[src/rtl/osc_pkg.sv]
// osc_pkg: shared constants, segment encoding and digit tables for the
// oscilloscope timebase controller and its on-screen label.
package osc_pkg;

  localparam int unsigned TB_W    = 3;
  localparam int unsigned COORD_W = 12;
  localparam int unsigned DIGIT_W = 4;
  localparam int unsigned SEG_N   = 7;

  // Label placement in screen coordinates
  localparam logic [COORD_W-1:0] LBL_ROW_TOP = 12'd940;
  localparam logic [COORD_W-1:0] LBL_ROW_MID = 12'd945;
  localparam logic [COORD_W-1:0] LBL_ROW_BOT = 12'd950;
  localparam logic [COORD_W-1:0] LBL_ROW_S   = 12'd944;
  localparam logic [COORD_W-1:0] LBL_X_D0    = 12'd243;
  localparam logic [COORD_W-1:0] LBL_X_D1    = 12'd253;
  localparam logic [COORD_W-1:0] LBL_X_DOT   = 12'd250;
  localparam logic [COORD_W-1:0] LBL_X_S     = 12'd261;

  typedef enum logic [2:0] {
    SEG_A = 3'd0,
    SEG_B = 3'd1,
    SEG_C = 3'd2,
    SEG_D = 3'd3,
    SEG_E = 3'd4,
    SEG_F = 3'd5,
    SEG_G = 3'd6
  } seg_e;

  typedef struct packed {
    logic [DIGIT_W-1:0] hi;
    logic [DIGIT_W-1:0] lo;
  } digit_pair_t;

  // Digit to segment mask, bit position = seg_e value (gfedcba).
  // The one is drawn on the left strokes so it hugs the cell origin.
  function automatic logic [SEG_N-1:0] digit_segs(input logic [DIGIT_W-1:0] d);
    unique case (d)
      4'd0:    digit_segs = 7'b0111111;
      4'd1:    digit_segs = 7'b0110000;
      4'd2:    digit_segs = 7'b1011011;
      4'd3:    digit_segs = 7'b1001111;
      4'd4:    digit_segs = 7'b1100110;
      4'd5:    digit_segs = 7'b1101101;
      4'd6:    digit_segs = 7'b1111101;
      4'd7:    digit_segs = 7'b0000111;
      4'd8:    digit_segs = 7'b1111111;
      4'd9:    digit_segs = 7'b1101111;
      default: digit_segs = 7'b0000000;
    endcase
  endfunction

  // Timebase index to the two label digits ("hi.lo s")
  function automatic digit_pair_t index_digits(input logic [TB_W-1:0] idx);
    unique case (idx)
      3'd0:    index_digits = '{hi: 4'd0, lo: 4'd1};
      3'd1:    index_digits = '{hi: 4'd0, lo: 4'd2};
      3'd2:    index_digits = '{hi: 4'd0, lo: 4'd4};
      3'd3:    index_digits = '{hi: 4'd0, lo: 4'd8};
      3'd4:    index_digits = '{hi: 4'd1, lo: 4'd6};
      3'd5:    index_digits = '{hi: 4'd3, lo: 4'd2};
      default: index_digits = '{hi: 4'd0, lo: 4'd0};
    endcase
  endfunction

endpackage

[src/rtl/glyph_digit.sv]
// glyph_digit: combinational seven-segment glyph on a 5x11 cell.
// Ports: horz/vert = pixel coordinate, x0 = cell left column,
//        digit = 0..9, pixel = 1 when the coordinate lies on a lit stroke.
module glyph_digit
  import osc_pkg::*;
(
  input  logic [COORD_W-1:0] horz,
  input  logic [COORD_W-1:0] vert,
  input  logic [COORD_W-1:0] x0,
  input  logic [DIGIT_W-1:0] digit,
  output logic               pixel
);

  logic [SEG_N-1:0]   segs;
  logic [COORD_W-1:0] x_right;
  logic               col_l;
  logic               col_r;
  logic               span;
  logic               upper;
  logic               lower;

  always_comb begin
    segs    = digit_segs(digit);
    x_right = x0 + COORD_W'(4);
    col_l   = (horz == x0);
    col_r   = (horz == x_right);
    span    = (horz >= x0) && (horz <= x_right);
    upper   = (vert >= LBL_ROW_TOP) && (vert <= LBL_ROW_MID);
    lower   = (vert >= LBL_ROW_MID) && (vert <= LBL_ROW_BOT);
    pixel   = (segs[SEG_A] && span  && (vert == LBL_ROW_TOP)) ||
              (segs[SEG_G] && span  && (vert == LBL_ROW_MID)) ||
              (segs[SEG_D] && span  && (vert == LBL_ROW_BOT)) ||
              (segs[SEG_F] && col_l && upper) ||
              (segs[SEG_E] && col_l && lower) ||
              (segs[SEG_B] && col_r && upper) ||
              (segs[SEG_C] && col_r && lower);
  end

endmodule

[src/rtl/timebase_ctrl.sv]
// timebase_ctrl: steps the scope timebase on button presses, committing
// changes only at the frame boundary; drives the sample strobe and label.
// Ports: CLK, RESET (sync, active-high), BTN_UP/BTN_DOWN debounced levels,
//        VGA_horzCoord/VGA_vertCoord pixel position, TB_INDEX committed
//        index, SAMPLE_EN sample strobe, TB_CHANGED post-commit pulse,
//        LABEL_PIXEL registered label pixel.
module timebase_ctrl
  import osc_pkg::*;
#(
  parameter int unsigned BASE_DIV      = 1000,
  parameter int unsigned N_SETTINGS    = 6,
  parameter int unsigned RESET_INDEX   = 2,
  parameter int unsigned V_COMMIT_LINE = 1024
) (
  input  logic               CLK,
  input  logic               RESET,
  input  logic               BTN_UP,
  input  logic               BTN_DOWN,
  input  logic [COORD_W-1:0] VGA_horzCoord,
  input  logic [COORD_W-1:0] VGA_vertCoord,
  output logic [TB_W-1:0]    TB_INDEX,
  output logic               SAMPLE_EN,
  output logic               TB_CHANGED,
  output logic               LABEL_PIXEL
);

  localparam int unsigned CNT_W = 32;

  localparam logic [1:0] ST_IDLE      = 2'd0;
  localparam logic [1:0] ST_PEND_UP   = 2'd1;
  localparam logic [1:0] ST_PEND_DOWN = 2'd2;

  logic [1:0]       state_q, state_d;
  logic             btn_up_q, btn_dn_q;
  logic [CNT_W-1:0] cnt_q, cnt_d;
  logic [TB_W-1:0]  idx_d;
  logic             changed_d;
  logic             sample_d;
  logic             up_edge_c, dn_edge_c, commit_c;
  logic [CNT_W-1:0] term_c;

  digit_pair_t        digits;
  logic               d0_pix, d1_pix;
  logic               dot_c, s_c, label_d;
  logic [3:0]         s_row;
  logic [COORD_W-1:0] s_dx;

  // Request FSM state register
  always_ff @(posedge CLK) begin
    if (RESET) state_q <= ST_IDLE;
    else       state_q <= state_d;
  end

  // Next state, index step and sample divider
  always_comb begin
    up_edge_c = BTN_UP && !btn_up_q;
    dn_edge_c = BTN_DOWN && !btn_dn_q;
    commit_c  = (VGA_vertCoord == COORD_W'(V_COMMIT_LINE)) && (VGA_horzCoord == '0);
    term_c    = (CNT_W'(BASE_DIV) << TB_INDEX) - CNT_W'(1);

    state_d   = state_q;
    idx_d     = TB_INDEX;
    changed_d = 1'b0;
    cnt_d     = cnt_q + CNT_W'(1);
    sample_d  = 1'b0;

    if (commit_c) begin
      state_d = ST_IDLE;
      if (state_q == ST_PEND_UP && TB_INDEX != TB_W'(N_SETTINGS - 1)) begin
        idx_d     = TB_INDEX + TB_W'(1);
        changed_d = 1'b1;
      end else if (state_q == ST_PEND_DOWN && TB_INDEX != '0) begin
        idx_d     = TB_INDEX - TB_W'(1);
        changed_d = 1'b1;
      end
    end

    // A fresh edge (even in the commit cycle) becomes the pending request;
    // simultaneous edges cancel out.
    if (up_edge_c && !dn_edge_c)      state_d = ST_PEND_UP;
    else if (dn_edge_c && !up_edge_c) state_d = ST_PEND_DOWN;

    if (changed_d) begin
      cnt_d = '0;
    end else if (cnt_q == term_c) begin
      cnt_d    = '0;
      sample_d = 1'b1;
    end
  end

  // Datapath and output registers
  always_ff @(posedge CLK) begin
    if (RESET) begin
      btn_up_q    <= 1'b0;
      btn_dn_q    <= 1'b0;
      cnt_q       <= '0;
      TB_INDEX    <= TB_W'(RESET_INDEX);
      SAMPLE_EN   <= 1'b0;
      TB_CHANGED  <= 1'b0;
      LABEL_PIXEL <= 1'b0;
    end else begin
      btn_up_q    <= BTN_UP;
      btn_dn_q    <= BTN_DOWN;
      cnt_q       <= cnt_d;
      TB_INDEX    <= idx_d;
      SAMPLE_EN   <= sample_d;
      TB_CHANGED  <= changed_d;
      LABEL_PIXEL <= label_d;
    end
  end

  glyph_digit u_digit0 (
    .horz  (VGA_horzCoord),
    .vert  (VGA_vertCoord),
    .x0    (LBL_X_D0),
    .digit (digits.hi),
    .pixel (d0_pix)
  );

  glyph_digit u_digit1 (
    .horz  (VGA_horzCoord),
    .vert  (VGA_vertCoord),
    .x0    (LBL_X_D1),
    .digit (digits.lo),
    .pixel (d1_pix)
  );

  // Decimal point, "s" glyph (4-wide row masks, bit = column offset) and label merge
  always_comb begin
    digits = index_digits(TB_INDEX);
    dot_c  = (VGA_horzCoord == LBL_X_DOT) && (VGA_vertCoord == LBL_ROW_BOT);
    s_dx   = VGA_horzCoord - LBL_X_S;
    unique case (VGA_vertCoord)
      LBL_ROW_S:            s_row = 4'b0110;
      LBL_ROW_S + 12'd1:    s_row = 4'b1001;
      LBL_ROW_S + 12'd2:    s_row = 4'b0001;
      LBL_ROW_S + 12'd3:    s_row = 4'b0110;
      LBL_ROW_S + 12'd4:    s_row = 4'b1000;
      LBL_ROW_S + 12'd5:    s_row = 4'b1001;
      LBL_ROW_S + 12'd6:    s_row = 4'b0110;
      default:              s_row = 4'b0000;
    endcase
    s_c     = (VGA_horzCoord >= LBL_X_S) && (s_dx < COORD_W'(4)) && s_row[s_dx[1:0]];
    label_d = d0_pix || d1_pix || dot_c || s_c;
  end

endmodule
[config.mk]
export PLATFORM = sky130hd
export DESIGN_NAME = timebase_ctrl
export DESIGN_NICKNAME = d
export VERILOG_FILES = /design/src/rtl/osc_pkg.sv /design/src/rtl/glyph_digit.sv /design/src/rtl/timebase_ctrl.sv
export SDC_FILE = /design/constraint.sdc
export NUM_CORES = 1
export LEC_CHECK = 0
export ABC_AREA = 1
export CAP_MARGIN = 20
export CORE_MARGIN = 1.5
export CORE_UTILIZATION = 30
export DETAILED_ROUTE_END_ITERATION = 6
export GPL_TIMING_DRIVEN = 0
export PLACE_DENSITY = 0.44
export SETUP_SLACK_MARGIN = 0.1
export SLEW_MARGIN = 15
export SYNTH_ARGS = -nofsm -noshare
export SYNTH_HDL_FRONTEND = slang
export SYNTH_HIERARCHICAL = 1
export SYNTH_SLANG_ARGS = --single-unit
[constraint.sdc]
create_clock -name CLK -period 5 [get_ports CLK]
set_clock_uncertainty 0.05 [all_clocks]
set_input_delay 1 -clock CLK [delete_from_list [all_inputs] [get_ports CLK]]
set_output_delay 1 -clock CLK [all_outputs]
set_load 0.005 [all_outputs]
==> flow_summary.ini <==
[synthesis]
synth_ff_type = dfxtp_1
ys_warn_count = 6
postSynthAreaPerCell_um2 = 6.21
synth_cells = 902
seq_area_frac_synth_pct = 15.0
async_reset_ff_share_pct = 0
ys_types = 42
syn-cell-area_um2 = 5600
ys_seq_elements = 42
synth-edff-count = 0

[timing]
finalSetupViolCount = 0
finalCritPeriodShare_pct = 75.7
slew_viol_final = 0
fmax_mhz = 264
slew-limit-headroom_pct = 63.1
hold_violations = 0
fin_ws_ns = 1.21
grt_setup_unrepaired = no
fin_tns_setup_ns = 0
min_period_ns = 3.79
worst_slew_pin_slew_ns = 0.549

[place]
place_hpwl_mm = 11.4
dp_slack_ns = 1.15
gp_congestion = 0.776
dp_cells = 1232
port-buffer-count = 33

[die]
rows = 49
dieArea_um2 = 19500
initial_core_util_pct = 30.8
die_width_um = 140
core_region_area_um2 = 18100
io_pins = 34
die_height_um = 140

[flow_run]
drv_cap = 0

[cells_and_area]
instances_no_fill = 1240
final_common_cell = nand2_1
nets = 1108
drive_gt1_share_pct = 8.11
fin_util_pct = 36.5
area_growth_pct = 18.3
layout_common_cells = 207 x nand2_1, 147 x inv_1, 108 x nor2_1
n_antenna_cell = 0

[routing]
postRouteAntennaNets = 0
wl_per_cell_um = 11.3
dr.pass1.iters = 7
drc = 3
vias = 5407
drt-total-wl_mm = 14.0
drt-initial-drc-count = 164
viasPerCell = 4.36

[power_and_ir_drop]
power.leakage_nw = 3.17
pwr_density_cell_nw_per_um2 = 138
ir_worst_vdd_mv = 0.146

[cts]
ctsResizeCount = 0
cts_hold_buf = 0
clock_latency_ns = 0.29
h-tree-depth = 2
cts_tree = yes
clk_pin_slew_ns = 0.07
cts_max_path_buffers = 2
cts.sinks = 42
cts_made_buffers = 5
cts_root_buffer = clkbuf_16
post_cts_buffers = 0

[setup_path]
end_kind = flop
worstPathRequired_ns = 5.11
critPathLaunchType = flop
crit_fanout = 8
cp_data_arrival_time_ns = 3.90
worstRegToRegCells = 20
path_class = flop to flop

[hold_path]
hold_depth = 1
hp-class = flop to flop

[grt]
grt_pass1_vias = 5063
grt_pass1_wl_mm = 23.6
grt_overflow_total = 0
grtUsageTotal_pct = 14.8
grt_start_max_net_pins = 14
antenna_found_initial = 0

[outcome]
outcome = complete, but fails checks
violations = design-rule violations
[per-layer routing]
layer,wire [µm],vias to the layer above,GRT usage [%]
met2,6630,60,26.7
met5,0,-,0
met4,190,0,3.82
met3,334,13,1.03
li1,-,3007,-
met1,6860,2327,19.2
[cell families (layout without fill, tap and decap cells)]
family	Yosys count	in the layout	share of synthesized area (%)
and+or+nand+nor	509	509	42.7
buffers and inverters	164	205	11.9
adders and majority gates	70	70	15.6
AOI/OAI and AO/OA	63	63	6.53
xor gates and xnor gates	52	52	8.14
DFF	42	42	15.0
other	2	70	0.134
[power breakdown]
group / switching, mW / total (mW) / internal [mW]
clock: 0.144 / 0.342 / 0.198
sequential: 0.00222 / 0.341 / 0.339
combinational: 0.137 / 0.229 / 0.0919
total: 0.283 / 0.912 / 0.628
[worst paths after layout]
check	from	slack (ns)	endpoint
worst max-delay path	TB_INDEX[0]	1.21	LABEL_PIXEL
worst min-delay path	cnt_q[0]	0.40	cnt_q[0]
worst max register to register	TB_INDEX[0]	1.21	LABEL_PIXEL
worst min register to register	cnt_q[0]	0.40	cnt_q[0]
[flip-flops by register name, indices dropped and copies added, names as in the netlist]
signal and count:
btn_up_q 1, SAMPLE_EN 1, cnt_q 32, btn_dn_q 1, TB_INDEX 3, TB_CHANGED 1
LABEL_PIXEL 1, state_q 2
[stage by stage]
step	instance area (µm²)	hold slack (ns)	power, mW
after floorplan	5850	0.367	0.500
after global placement	6470	0.383	0.576
after detailed placement	6470	0.393	0.575
after CTS	6620	0.402	0.929
after global routing	6620	0.426	0.983
final	6620	0.397	0.912
[synth_stat cells, types with 5 or more instances]
cell     instances  share of area, %
nand2_2         13               1.5
a21oi_1         30               2.7
dfxtp_1         42                15
nor3_1          19               1.7
inv_2            9              0.60
xnor2_1          9               1.4
nand3_1         85               7.6
xor2_1          43               6.7
nand2_1        207                14
o21ai_0         15               1.3
nor2_2          21               2.3
or2_0            5              0.56
nand4_1         20               2.2
nor2_1         108               7.2
nor3_2           5              0.89
inv_1          147               9.9
ha_1            70                16
[critical path, stage by stage (launching register included)]
cell and delay, ns:
dfxtp_1 0.54, inv_1 0.26, ha_1 0.29, nand2_2 0.16, ha_1 0.23, inv_1 0.11
a2111oi_0 0.51, a31oi_1 0.20, inv_1 0.15, ha_1 0.16, nor2_1 0.04, nor2_1 0.15
nand2_1 0.08, nand3_1 0.08, nand3_1 0.09, nand3_1 0.09, nand2_1 0.05, nand2_1 0.05
nand2_1 0.05, nor3_1 0.20, a21oi_1 0.12
[layout make-up]
| cell class | count | area, µm² |
|---|---|---|
| plain buffers | 6 | 68.8 |
| clock buffers | 6 | 139 |
| clock inverters | 2 | 12.5 |
| fillers | 2025 | 11500 |
| inverters | 158 | 596 |
| multi-input cells | 764 | 4350 |
| flip-flops and latches | 42 | 841 |
| well taps | 229 | 287 |
| repair buffers | 33 | 330 |
No activity file was read; power rests on OpenSTA's default activity.
